File: src/rtl/stepper_move_sequencer_if.sv
// Move-command handshake between the host command logic and the stepper sequencer.
interface stepper_move_sequencer_if #(
    parameter int STEP_W   = 16,
    parameter int PERIOD_W = 16
);
    logic                cmd_valid;
    logic                cmd_ready;
    logic                cmd_dir;
    logic [STEP_W-1:0]   cmd_steps;
    logic [PERIOD_W-1:0] cmd_period;

    modport master (
        output cmd_valid,
        output cmd_dir,
        output cmd_steps,
        output cmd_period,
        input  cmd_ready
    );

    modport slave (
        input  cmd_valid,
        input  cmd_dir,
        input  cmd_steps,
        input  cmd_period,
        output cmd_ready
    );
endinterface

File: src/rtl/stepper_move_sequencer.sv
// Point-to-point move sequencer: turns one accepted move command into evenly spaced
// step_en strobes for the coil driver, tracks absolute position and flags completion.
module stepper_move_sequencer #(
    parameter int STEP_W     = 16,
    parameter int PERIOD_W   = 16,
    parameter int MIN_PERIOD = 4,
    parameter int POS_W      = 32
) (
    input  logic                     system1000,
    input  logic                     system1000_rstn,
    stepper_move_sequencer_if.slave  cmd,
    input  logic                     abort,
    output logic                     step_dir,
    output logic                     step_en,
    output logic                     busy,
    output logic                     done,
    output logic                     aborted,
    output logic signed [POS_W-1:0]  position
);

    typedef enum logic [1:0] {
        S_IDLE = 2'd0,
        S_RUN  = 2'd1,
        S_DONE = 2'd2
    } state_t;

    state_t                    state_q, state_d;
    logic                      dir_q, dir_d;
    logic [STEP_W-1:0]         rem_q, rem_d;
    logic [PERIOD_W-1:0]       cnt_q, cnt_d;
    logic [PERIOD_W-1:0]       per_q, per_d;
    logic                      step_en_q, step_en_d;
    logic                      aborted_q, aborted_d;
    logic signed [POS_W-1:0]   pos_q, pos_d;
    logic [PERIOD_W-1:0]       per_accept;

    // Periods shorter than MIN_PERIOD are raised to it; the driver cannot step faster.
    function automatic logic [PERIOD_W-1:0] clamp_period(input logic [PERIOD_W-1:0] p);
        return (p < PERIOD_W'(MIN_PERIOD)) ? PERIOD_W'(MIN_PERIOD) : p;
    endfunction

    function automatic logic signed [POS_W-1:0] pos_delta(input logic fwd);
        return fwd ? POS_W'(1) : {POS_W{1'b1}};
    endfunction

    assign per_accept = clamp_period(cmd.cmd_period);

    always_ff @(posedge system1000 or negedge system1000_rstn) begin
        if (!system1000_rstn) begin
            state_q   <= S_IDLE;
            dir_q     <= 1'b0;
            rem_q     <= '0;
            cnt_q     <= '0;
            per_q     <= '0;
            step_en_q <= 1'b0;
            aborted_q <= 1'b0;
            pos_q     <= '0;
        end else begin
            state_q   <= state_d;
            dir_q     <= dir_d;
            rem_q     <= rem_d;
            cnt_q     <= cnt_d;
            per_q     <= per_d;
            step_en_q <= step_en_d;
            aborted_q <= aborted_d;
            pos_q     <= pos_d;
        end
    end

    always_comb begin
        state_d   = state_q;
        dir_d     = dir_q;
        rem_d     = rem_q;
        cnt_d     = cnt_q;
        per_d     = per_q;
        step_en_d = 1'b0;
        aborted_d = aborted_q;
        pos_d     = pos_q;
        unique case (state_q)
            S_IDLE: begin
                if (cmd.cmd_valid) begin
                    dir_d     = cmd.cmd_dir;
                    per_d     = per_accept;
                    cnt_d     = per_accept - PERIOD_W'(1);
                    aborted_d = 1'b0;
                    if (cmd.cmd_steps == '0) begin
                        state_d = S_DONE;
                    end else begin
                        // First strobe is issued on the accept edge itself.
                        state_d   = S_RUN;
                        step_en_d = 1'b1;
                        rem_d     = cmd.cmd_steps - STEP_W'(1);
                        pos_d     = pos_q + pos_delta(cmd.cmd_dir);
                    end
                end
            end
            S_RUN: begin
                if (abort) begin
                    state_d   = S_DONE;
                    aborted_d = 1'b1;
                end else if (rem_q == '0) begin
                    // Trailing wait keeps the full period after the last strobe.
                    if (cnt_q <= PERIOD_W'(1)) state_d = S_DONE;
                    else                       cnt_d   = cnt_q - PERIOD_W'(1);
                end else if (cnt_q == '0) begin
                    step_en_d = 1'b1;
                    rem_d     = rem_q - STEP_W'(1);
                    cnt_d     = per_q - PERIOD_W'(1);
                    pos_d     = pos_q + pos_delta(dir_q);
                end else begin
                    cnt_d = cnt_q - PERIOD_W'(1);
                end
            end
            S_DONE:  state_d = S_IDLE;
            default: state_d = S_IDLE;
        endcase
    end

    assign cmd.cmd_ready = (state_q == S_IDLE);
    assign busy          = (state_q != S_IDLE);
    assign done          = (state_q == S_DONE);
    assign aborted       = (state_q == S_DONE) && aborted_q;
    assign step_en       = step_en_q;
    assign step_dir      = dir_q;
    assign position      = pos_q;

endmodule

File: src/flat_wrapper.sv
// flat-port wrapper written by rule: the top's interface ports become plain ports
module stepper_move_sequencer_flat 
#(
    parameter int STEP_W     = 16,
    parameter int PERIOD_W   = 16,
    parameter int MIN_PERIOD = 4,
    parameter int POS_W      = 32
)
  (system1000, system1000_rstn, abort, step_dir, step_en, busy, done, aborted, position, cmd_cmd_valid, cmd_cmd_dir, cmd_cmd_steps, cmd_cmd_period, cmd_cmd_ready);
  stepper_move_sequencer_if #(.STEP_W(STEP_W), .PERIOD_W(PERIOD_W)) cmd_i ();
  input  logic system1000;
  input  logic system1000_rstn;
  input  logic abort;
  output logic step_dir;
  output logic step_en;
  output logic busy;
  output logic done;
  output logic aborted;
  output logic signed [POS_W-1:0] position;
  input wire logic [$bits(cmd_i.cmd_valid)-1:0] cmd_cmd_valid;
  input wire logic [$bits(cmd_i.cmd_dir)-1:0] cmd_cmd_dir;
  input wire logic [$bits(cmd_i.cmd_steps)-1:0] cmd_cmd_steps;
  input wire logic [$bits(cmd_i.cmd_period)-1:0] cmd_cmd_period;
  output wire logic [$bits(cmd_i.cmd_ready)-1:0] cmd_cmd_ready;
  assign cmd_i.cmd_valid = cmd_cmd_valid;
  assign cmd_i.cmd_dir = cmd_cmd_dir;
  assign cmd_i.cmd_steps = cmd_cmd_steps;
  assign cmd_i.cmd_period = cmd_cmd_period;
  assign cmd_cmd_ready = cmd_i.cmd_ready;
  stepper_move_sequencer #(.STEP_W(STEP_W), .PERIOD_W(PERIOD_W), .MIN_PERIOD(MIN_PERIOD), .POS_W(POS_W)) u_core (.system1000(system1000), .system1000_rstn(system1000_rstn), .cmd(cmd_i), .abort(abort), .step_dir(step_dir), .step_en(step_en), .busy(busy), .done(done), .aborted(aborted), .position(position));
endmodule
File: config.mk
export PLATFORM = sky130hd
export DESIGN_NAME = stepper_move_sequencer_flat
export DESIGN_NICKNAME = d
export VERILOG_FILES = /design/src/rtl/stepper_move_sequencer_if.sv /design/src/rtl/stepper_move_sequencer.sv /design/src/flat_wrapper.sv
export SDC_FILE = /design/constraint.sdc
export NUM_CORES = 1
export LEC_CHECK = 0
export BUFFER_PORTS_ARGS = -buffer_cell sky130_fd_sc_hd__clkbuf_2
export CORE_MARGIN = 5
export CORE_UTILIZATION = 60
export CTS_CLUSTER_DIAMETER = 150
export DETAILED_ROUTE_END_ITERATION = 10
export PLACE_DENSITY = 0.81
export SLEW_MARGIN = 25
export SYNTH_ARGS = -nofsm -noshare
export SYNTH_HDL_FRONTEND = slang
export SYNTH_SLANG_ARGS = --single-unit
File: constraint.sdc
create_clock -name system1000 -period 7.5 [get_ports system1000]
set_clock_uncertainty 0.2 [all_clocks]
set_input_delay 0.375 -clock system1000 [delete_from_list [all_inputs] [get_ports system1000]]
set_output_delay 0.375 -clock system1000 [all_outputs]
set_load 0.01 [all_outputs]
# == Yosys cells after proc, flatten, opt, wreduce, memory -nomap -nowiden ==
# Cells that the tools add are included.
# totals
reg_bits,85
in_bits,37
out_inout_bits,38
elab_cells,76
# classes
addsub,7
magnitude_cmp,2
n_eq_ne,11
n_mux,36
reduce_logical,12
# op_table
operator,count
$mux W32,7
$mux W16,11
$sub A16 B1 Y16 const B,5
$add A32 B32 Y32,2
$pmux W16 S2,2
$pmux W32 S2,1
$logic_not A16 Y1,3
$le A16 B1 Y1 const B,1
$lt A16 B3 Y1 const B,1
$mux W2,5
$ne A2 B2 Y1 const B,5
$mux W1,7
$ne A3 B2 Y1 const B,2
$reduce_and A3 Y1,2
$reduce_and A6 Y1,1
$pmux W1 S2,2
$pmux W2 S2,1
$reduce_and A4 Y1,1
$reduce_bool A2 Y1,2
$ne A3 B3 Y1 const B,1
$eq A2 B1 Y1 const B,1
$eq A2 B2 Y1 const B,1
$logic_not A2 Y1,1
$ne A2 B1 Y1 const B,1
2 further kinds,2

# == Logic depth before layout (Yosys ltp) ==
# Gate-level depths: netlist (run 1).
# depth
word_depth,6
depth_mapped,13
mapped_depth_nobuf,11

# == Worst setup path before layout (run 1) ==
# OpenSTA, ideal clock, no wires.
# synth_path
path_type,flip-flop to flip-flop
from,reg u_core.state_q[1]
to,reg u_core.pos_q[20] (netlist: u_core.position[20])
setup_ps,120
arrival_ps,5032
path_slack_ps,2148
path_stages_with_launch,14
n_path_buf,2
period_less_slack_ps,5352
path_cell_list,dfrtp_1 nand2b_1 buf_4 clkbuf_1 mux2i_1 ha_1 and3_1 o21ai_0 or3b_1 o31a_1 o21ai_1 a21boi_0 or3_1 a31o_2
# synth_between
elab_chain_cells,3
word_cells_on_any_way,10
# synth_rtl
item,line,source
"start, declared",stepper_move_sequencer.sv:27,"state_t state_q, state_d;"
"start signal, assigned",stepper_move_sequencer.sv:59,state_q <= state_d;
$eq A2 B1 Y1 or $logic_not A2 Y1 (tied branches),stepper_move_sequencer.sv:79,unique case (state_q)
"$ne A2 B2 Y1 (no source line), or another cell as far along",n/a,
$reduce_and A6 Y1 (no source line),n/a,
"end signal, assigned",stepper_move_sequencer.sv:66,pos_q <= pos_d;
"end, declared",stepper_move_sequencer.sv:34,"logic signed [POS_W-1:0] pos_q, pos_d;"
# Parallel ways exist; a longest one is shown, timed or not.
# A chain may end at the register's enable or synchronous reset.

# == Worst setup path in the final report (run 1) ==
# layout_path
from,reg u_core.state_q[1]
to,reg u_core.pos_q[30] (netlist: u_core.position[30])
# Same word-level chain as after synthesis.

==> results.toml, run 1 <==
[run]
max_cap_violations = 0

[worst_setup_path]
critical_path_class = "reg -> reg"
cp-end-kind = "flip-flop"
cp.required_ps = 7580
crit_arrival_ps = 4100
worstPathCellList = "nand2b_2 -> mux2i_4 -> buf_4 -> ha_1 -> and3_1 -> o21ai_0 -> or3b_1 -> o31a_1 -> o211ai_1 -> a21oi_1 -> or4_1 -> nand3_1"
crit_path_max_fanout = 39
critPathSlowestCell = "or4_1"
crit_path_max_incr_delay_ps = 480
start_kind = "flip-flop"

[final_layout]
n_antenna_cell = 0
nFillCells = 909
final_util_pct = 68.7
drive_gt1_share_pct = 13.0
area_growth_pct = 11.3
stdcell_count = 1050
nets = 980

[detailed_routing]
viasPerCell = 6.26
drtIter0Drc = 640
drc = 0
via_count = 6570
wl_um = 17500
ant_nets = 0
wl_per_cell_um = 16.7
first_pass_iters = 6

[yosys]
synth-main-ff-cell = "dfrtp_1"
synthArstFlopShare_pct = 100
synth_seq_cells = 85
synth_nets = 924
synth_area_leader_cell = "dfrtp_1"
synth_top_area_share_pct = 31.4
synthDistinctLibCells = 73
yosys_warnings = 0
synth_edf_count = 0
synth.most_common_cell = "nand2_1"
seq_area_frac_synth_pct = 31.4
synthTopCellsByArea = "dfrtp_1 31%, nand2_1 7.1%, ha_1 6.5%"
netlist_area_um2 = 6780
synthCells = 851
avgSynthCellArea_um2 = 7.97
synth_common_cells = "128 x nand2_1, 85 x dfrtp_1, 73 x nor2_1"

[power_and_ir_drop]
peakVddDrop_mv = 0.255
power_density_nw_per_um2 = 485
total_power_mw = 3.66
p_leak_nw = 3.30

[grt]
grt_start_max_net_pins = 86
grt.total_usage_pct = 27.1
grt_pass1_wl_um = 29900
antenna_found_initial = 0
grt_overflow = 0
grt_pass1_vias = 6388

[sta]
period_needed_ps = 4030
slew_viol_final = 0
period_share_pct = 53.7
max_freq_mhz = 248
fin_tns_setup_ps = 0
slew_headroom_pct = 35.7
tightest_slew_ps = 963
hold_viol = 0
finalSetupViolCount = 0
rsz0062_at_grt = "false"

[clock_tree]
cts_setup_buffers = 0
clock_sinks = 85
numCtsBuffers = 9
cts_tree = "built"
insertion_delay_ps = 340
postCtsHoldBufs = 1
htree_levels = 3
clockBufferDepth = 2
postCtsResizedCells = 0
cts_root_buffer = "clkbuf_16"
clk_pin_slew_ps = 60

[placed_design]
place_hpwl_um = 12400
dp_cells = 1035
place.gp.congestion = 0.948
port_buffers = 74

[floorplan]
start_util_pct = 61.8
dieWidth_um = 116
boundaryPins = 75
die_area_um2 = 13500
core.rowCount = 38
die-height_um = 116
core_um2 = 11000

[status]
outcome = "finished clean"

[hold_path]
hp-class = "in -> reg"
[path summary, 6_finish.rpt]
kind / start / end / slack (ps) / depth (start not counted)
max: u_core.state_q[1]$_DFFE_PN0P_ / u_core.position[30]$_DFFE_PN0P_ / 3470 / 12
min: cmd_cmd_period[7] / u_core.per_q[7]$_DFFE_PN0P_ / 60 / 3
max reg2reg: u_core.state_q[1]$_DFFE_PN0P_ / u_core.position[30]$_DFFE_PN0P_ / 3470 / 12
min reg2reg: u_core.aborted_q$_DFFE_PN0P_ / u_core.aborted_q$_DFFE_PN0P_ / 270 / 2
max in group asynchronous: system1000_rstn / u_core.position[25]$_DFFE_PN0P_ / 6100 / 2
min in group asynchronous: system1000_rstn / u_core.step_en$_DFF_PN0_ / 480 / 2
[layout make-up]
class | count | area (um2) | area share (%)
Timing Repair Buffer | 79 | 417 | 5.52
Clock buffer | 12 | 256 | 3.40
Multi-Input combinational cell | 713 | 4490 | 59.5
Sequential cell | 85 | 2130 | 28.2
Inverter | 19 | 71.3 | 0.945
Clock inverter | 2 | 10.0 | 0.133
Tap cell | 140 | 175 | 2.32
[placed cells by master, fill, tap and decap left out, drive strengths merged, types with 4 or more instances in the layout]
cell type    n
nand2      128
dfrtp       85
clkbuf      85
nor2        73
a21oi       73
o21ai       71
ha          35
nor3        32
xor2        28
xnor2       25
nand3       22
inv         19
a21o        18
o31ai       18
nor4        16
nand2b      13
mux2i       12
and2        11
o211ai      11
or3         10
a211oi       9
a31oi        9
nand4        8
or4          6
nand3b       6
a21boi       5
or2          5
mux2         5
buf          5
nor4b        4
a221oi       4
a211o        4
nor2b        4
a2111oi      4
[worst max-delay path: cells and delay by family, from the launching register on]
family | cells | cell delay (ps)
multiplexers | 1 | 220
adder cells (fa/ha/maj) | 1 | 400
AO/OA/AOI/OAI | 4 | 830
buffers and inverters | 1 | 420
AND/OR/NAND/NOR | 5 | 1420
flip-flops | 1 | 450
[flip-flops by register name, indices dropped and copies added (netlist names)]
name / count
u_core.state_q: 2
u_core.position: 32
u_core.step_en: 1
u_core.aborted_q: 1
u_core.cnt_q: 16
u_core.per_q: 16
u_core.rem_q: 16
u_core.step_dir: 1
[cell families after synthesis]
| family | share of synthesized area (%) |
|---|---|
| AOI/OAI and AO/OA | 23.8 |
| and+or+nand+nor | 25.6 |
| DFF | 31.4 |
| xor gates and xnor gates | 6.84 |
| adders and majority gates | 6.75 |
| buffers and inverters | 3.04 |
| muxes | 2.66 |
[per-layer routing]
layer  routed length (um)  track usage (%)  share of wire, %  vias to the layer above
li1                     -                -                 -                     3219
met1                 7860             36.2                45                     3111
met2                 8330             44.5                48                      210
met3                  994             4.04               5.7                       30
met4                  313             10.3               1.8                        0
met5                    0                0                 0                        -
[where the power goes]
part / internal (mW) / leakage [nW] / switching (mW) / total [mW]
Combinational: 0.925 / 2.15 / 1.37 / 2.29
Sequential: 0.691 / 1.01 / 0.261 / 0.952
Clock: 0.238 / 0.134 / 0.177 / 0.415
[stage by stage]
stage / hold slack [ps] / area, um2 / setup WS, ps
CTS: 58.2 / 7540 / 3530
floorplan: -121 / 6780 / 2150
finish: 62.2 / 7550 / 3470
detailed placement: 268 / 7260 / 3540
global route: 79.6 / 7550 / 3210
global placement: 261 / 7260 / 3630
Power figures use the tool's default switching activity.
==> run 2: changes to the inputs <==
ABC_AREA = 1   (was unset)
CORE_UTILIZATION = 55   (was 60)
PLACE_DENSITY = 0.78   (was 0.81)
clock period = 3.69 ns   (was 7.5 ns; I/O delays follow)
==> run 2 against run 1 <==
  * Die area rose by 16%
  * Power is 130% higher
  * Critical path type is now in -> reg
  * Non-clock buffer count increased by 21
  * First-iteration DRC count up 0.78%
  * Sequential cell count did not move
  * Clock power grew 130%
  * Global-route usage is 0.85 points lower
  * Critical endpoint is now u_core.position[29]$_DFFE_PN0P_
==> results.toml, run 2 <==
[status]
outcome = "finished clean"

[clock_tree]
cts_tree = "built"
clk_pin_slew_ps = 70
clockBufferDepth = 2
insertion_delay_ps = 360
htree_levels = 3
cts_root_buffer = "clkbuf_16"
clock_sinks = 85
cts_setup_buffers = 0
numCtsBuffers = 9

[power_and_ir_drop]
total_power_mw = 8.44
power_density_nw_per_um2 = 1020
p_leak_nw = 4.14
peakVddDrop_mv = 0.589

[placed_design]
port_buffers = 74
post-place-ws_ps = 905
place.gp.congestion = 0.973
place_hpwl_um = 15300

[worst_setup_path]
worstReg2RegEnd = "u_core.position[29]$_DFFE_PN0P_"
rr_worst_depth = 13
cp-end-kind = "flip-flop"
cp.required_ps = 3740
cp-endpoint = "u_core.position[29]$_DFFE_PN0P_"
r2r_start = "u_core.state_q[0]$_DFFE_PN0P_"
r2r_slack_ps = 810
crit_path_max_fanout = 32
crit_arrival_ps = 2940
start_kind = "input port"
critical_path_class = "in -> reg"
critPathLaunch = "cmd_cmd_dir"

[floorplan]
core.rowCount = 42
boundaryPins = 75
die_area_um2 = 15700
die-height_um = 125
dieWidth_um = 125
core_um2 = 13100
start_util_pct = 55.6

[yosys]
synth_top_area_share_pct = 29.1
netlist_area_um2 = 7300
synthCells = 1134
synth_area_leader_cell = "dfrtp_1"
synthDistinctLibCells = 43
synth-main-ff-cell = "dfrtp_1"
synth_edf_count = 0
synthArstFlopShare_pct = 100
synth_common_cells = "348 x nand2_1, 155 x nor2_1, 100 x inv_1"
synth.most_common_cell = "nand2_1"
seq_area_frac_synth_pct = 29.1
synthTopCellsByArea = "dfrtp_1 29%, nand2_1 18%, nor2_1 8.0%"
avgSynthCellArea_um2 = 6.44
yosys_warnings = 0
synth_seq_cells = 85
synth_nets = 1207

[grt]
grt_start_max_net_pins = 63
grt_pass1_wl_um = 34300
grt_overflow = 0
antenna_found_initial = 0
grt.total_usage_pct = 26.2
grt_pass1_vias = 7269

[hold_path]
holdCritStartpoint = "cmd_cmd_steps[0]"
hp-class = "in -> reg"

[sta]
period_needed_ps = 2890
rsz0062_at_grt = "false"
finalSetupViolCount = 0
slew_viol_final = 0
hold_viol = 0
setup_ws_ps = 798
slew_headroom_pct = 46.5
fin_tns_setup_ps = 0
period_share_pct = 78.4
max_freq_mhz = 346
tightest_slew_ps = 802

[detailed_routing]
ant_nets = 0
wl_um = 20400
wl_per_cell_um = 14.5
drtIter0Drc = 645
via_count = 7635
drc = 0
first_pass_iters = 6
viasPerCell = 5.45

[run]
max_cap_violations = 0

[final_layout]
area_growth_pct = 13.6
drive_gt1_share_pct = 12.1
final_common_cell = "nand2_1"
nets = 1294
mostFrequentLayoutCells = "348 x nand2_1, 154 x nor2_1, 100 x inv_1, 93 x nand3_1, 85 x dfrtp_1"
largest_reg_flops = 32
n_antenna_cell = 0
final_util_pct = 63.2
==> run 2: worst min-delay path by stage <==
stage / end / slack [ps] / cells past startpoint
floorplan: u_core.aborted_q$_DFFE_PN0P_ / -310 / 0
global placement: u_core.position[6]$_DFFE_PN0P_ / 110 / 1
detailed placement: u_core.position[6]$_DFFE_PN0P_ / 120 / 1
CTS: u_core.rem_q[0]$_DFFE_PN0P_ / 50 / 6
global route: u_core.rem_q[0]$_DFFE_PN0P_ / 100 / 6
finish: u_core.rem_q[0]$_DFFE_PN0P_ / 60 / 6
==> run 2: logic make-up (layout without fill, tap and decap cells) <==
group	Yosys count	in the layout	synth area share, %
AO/OA/AOI/OAI	163	163	12.6
XOR/XNOR	43	43	5.16
adder cells (fa/ha/maj)	36	36	6.27
buffers and inverters	138	230	7.83
flip-flops	85	85	29.1
AND/OR/NAND/NOR	669	669	39.0
==> run 2: critical path: stages <==
cell and delay, ps:
dlygate4sd3_1 530, clkbuf_2 120, inv_1 60, nand2_1 60, o21ai_2 50, buf_4 370
ha_1 380, a21oi_1 240, o21ai_0 170, a21oi_1 290, nor2_1 70, nor2_1 150
nand3_1 90, nand3_1 100, nand2_1 60
==> run 2: area by class of cell <==
class                      count  area [um2]
timing repair buffer         100         616
clock inverter                 6        70.1
inverter                     114         429
sequential                    85        2130
fill                        1245        4840
tap                          176         220
multi-input combinational    911        4610
clock buffer                  10         229
==> run 2: stage by stage <==
step,cell area [um2],hold WS [ps],cells
after detailed placement,7810,120,1367
final,8300,57.0,1402
after global routing,8300,95.4,1402
after CTS,8300,53.1,1402
after global placement,7810,114,1367
after floorplan,7300,-311,1134
==> run 2: what timing repair did <==
item                                   CTS  global route
hold buffers                            19             0
endpoints found under the hold margin   82             0
gates resized for setup                  0             0
==> run 2: report_power, final <==
part | switching [mW] | internal [mW]
registers | 0.457 | 1.40
clock network | 0.415 | 0.530
logic | 3.66 | 1.98
==> run 2: per-layer routing <==
metal	routed length [um]	vias up	global-route usage (%)
met2	9420	282	43.2
li1	-	3857	-
met4	592	0	9.31
met5	0	-	0
met3	1310	45	4.78
met1	9070	3451	34.8
==> run 3: changes to the inputs <==
CORE_UTILIZATION = 61   (was 55)
PLACE_DENSITY = 0.82   (was 0.78)
clock period = 3.01 ns   (was 3.69 ns; I/O delays follow)
==> run 3 against run 2 <==
  * Clock power up 19%
  * Combinational power up 30%
  * Final cell count down 1.5%
  * Design area up 2.1%
  * Die area down 9.1%
  * Power up 28%
  * Worst hold slack worse by 12 ps
  * Sequential cell count unchanged
  * Non-clock buffer count up 7
  * Critical path depth unchanged
  * Sequential power up 25%
  * Register-to-register slack worse by 740 ps
  * Critical endpoint is now u_core.position[30]$_DFFE_PN0P_
  * Largest power group unchanged
==> results.toml, run 3 (synthesis gave the netlist of run 2 again) <==
[detailed_routing]
ant_nets = 0
wl_per_cell_um = 15.4
first_pass_iters = 7
drtIter0Drc = 731
via_count = 7943
wl_um = 21300
viasPerCell = 5.75
drc = 0

[floorplan]
die_area_um2 = 14300
die-height_um = 119
boundaryPins = 75
dieWidth_um = 119
start_util_pct = 61.6
core.rowCount = 40
core_um2 = 11900

[final_layout]
largest_reg_flops = 32
mostFrequentLayoutCells = "347 x nand2_1, 152 x nor2_1, 100 x inv_1, 93 x nand3_1, 84 x dfrtp_1"
n_antenna_cell = 0
nets = 1304
area_growth_pct = 16.0
final_common_cell = "nand2_1"
stdcell_count = 1381
drive_gt1_share_pct = 13.8

[power_and_ir_drop]
netSwitchingFraction_pct = 53.1
power_density_nw_per_um2 = 1270
power_frac_clock_pct = 10.4
power_frac_comb_pct = 68.1
peakVddDrop_mv = 0.823
seq_power_share_pct = 21.5
p_leak_nw = 4.19
power_switching_mw = 5.73
p_int_mw = 5.07

[worst_setup_path]
crit_arrival_ps = 2980
worstPathCellList = "inv_2 -> nand2_4 -> nand2_4 -> o21ai_4 -> buf_4 -> ha_1 -> nand2_1 -> nor2_1 -> nand2_1 -> nor4_1 -> nand2_1 -> nand2_1 -> nand2_1 -> nand3_1 -> nand2_1"
crit_path_max_incr_delay_ps = 380
path_common_cell = "nand2_1"
cp.required_ps = 3050
critical_path_class = "reg -> reg"
start_kind = "flip-flop"
r2r_slack_ps = 70
rr_worst_depth = 15
cp-end-kind = "flip-flop"
crit_path_max_fanout = 7
critPathSlowestCell = "dfrtp_1"

[hold_path]
hp-class = "in -> reg"
holdPathStages = 5

[grt]
grt_pass1_wl_um = 34700
antenna_found_initial = 0
grt_overflow = 0
grt_start_max_net_pins = 58
grt_pass1_vias = 7479
grt.total_usage_pct = 29.6

[placed_design]
port_buffers = 74
dp_cells = 1341
place.gp.congestion = 0.977
place_hpwl_um = 15000

[sta]
period_share_pct = 97.7
hold_viol = 0
fin_tns_setup_ps = 0
slew_headroom_pct = 39.8
finalSetupViolCount = 0
tightest_slew_ps = 903
whs_ps = 45.4
slew_viol_final = 0
max_freq_mhz = 340
period_needed_ps = 2940
rsz0062_at_grt = "true"

[clock_tree]
clockBufferDepth = 2
cts_root_buffer = "clkbuf_16"
numCtsBuffers = 9
clock_sinks = 85
clk_pin_slew_ps = 60
insertion_delay_ps = 350
htree_levels = 3
cts_tree = "built"

[status]
outcome = "finished clean"

[run]
max_cap_violations = 0
run 3: changes by cell type in the layout (fill, tap and decap cells not counted), sizes merged:
| cell | before | now |
|---|---|---|
| o21ai | 91 | 94 |
| buf | 8 | 15 |
| inv | 114 | 112 |
| clkbuf | 83 | 85 |
| clkinv | 2 | 3 |
| clkinvlp | 3 | 0 |
run 3: what timing repair did:
action | CTS | global route
gates cloned | 1 | 2
pin swaps | 1 | 2
hold buffers | 19 | 0
endpoints found under the setup margin | 23 | 21
gates resized for setup | 2 | 18
buffers inserted | 0 | 4
endpoints found under the hold margin | 69 | 0
run 3: path summary, 6_finish.rpt:
check / from / end
min in group asynchronous: system1000_rstn / u_core.position[6]$_DFFE_PN0P_
min reg2reg: u_core.position[28]$_DFFE_PN0P_ / u_core.position[28]$_DFFE_PN0P_
max reg2reg: u_core.state_q[1]$_DFFE_PN0P_ / u_core.position[30]$_DFFE_PN0P_
min: cmd_cmd_period[2] / u_core.per_q[2]$_DFFE_PN0P_
max: u_core.state_q[1]$_DFFE_PN0P_ / u_core.position[30]$_DFFE_PN0P_
max in group asynchronous: system1000_rstn / u_core.step_dir$_DFFE_PN0P_
run 3: power groups by stage:
stage / Combinational, mW / Clock [mW] / Sequential, mW
final: 7.35 / 1.12 / 2.33
after global routing: 8.25 / 1.17 / 2.40
after CTS: 6.91 / 1.13 / 2.27
after detailed placement: 6.77 / 0 / 2.27
after global placement: 6.65 / 0 / 2.26
after floorplan: 5.13 / 0 / 2.25
run 3: worst max-delay path, delay by kind of cell (launching register included):
kind / cells / cell delay (ps)
buffers and inverters: 2 / 270
and+or+nand+nor: 11 / 1460
DFF: 1 / 380
adders and majority gates: 1 / 360
AOI/OAI and AO/OA: 1 / 140
run 3: layout make-up:
cell class / instances / area (um2)
fill: 1027 / 3390
timing repair buffer: 107 / 681
clock buffer: 12 / 246
clock inverter: 2 / 35.0
tap: 147 / 184
inverter: 114 / 429
multi-input combinational: 914 / 4770
sequential: 85 / 2130
run 3: metrics by stage:
stage	power, mW	instance area (um2)	setup WS, ps	utilization (%)
3_5_place_dp	9.04	7800	-198	65.8
6_report	10.8	8470	69.6	71.4
5_1_grt	11.8	8470	-63.4	71.4
2_1_floorplan	7.38	7310	-1.24	-
4_1_cts	10.3	8290	73.0	69.9
3_3_place_gp	8.91	7800	-107	65.8
run 3: per-layer routing:
layer | part of all wire, % | global-route usage [%] | wire length [um]
met2 | 46 | 48.5 | 9720
met5 | 0 | 0 | 0
met4 | 4.6 | 14.4 | 974
met1 | 41 | 37.8 | 8800
met3 | 8.4 | 5.03 | 1780
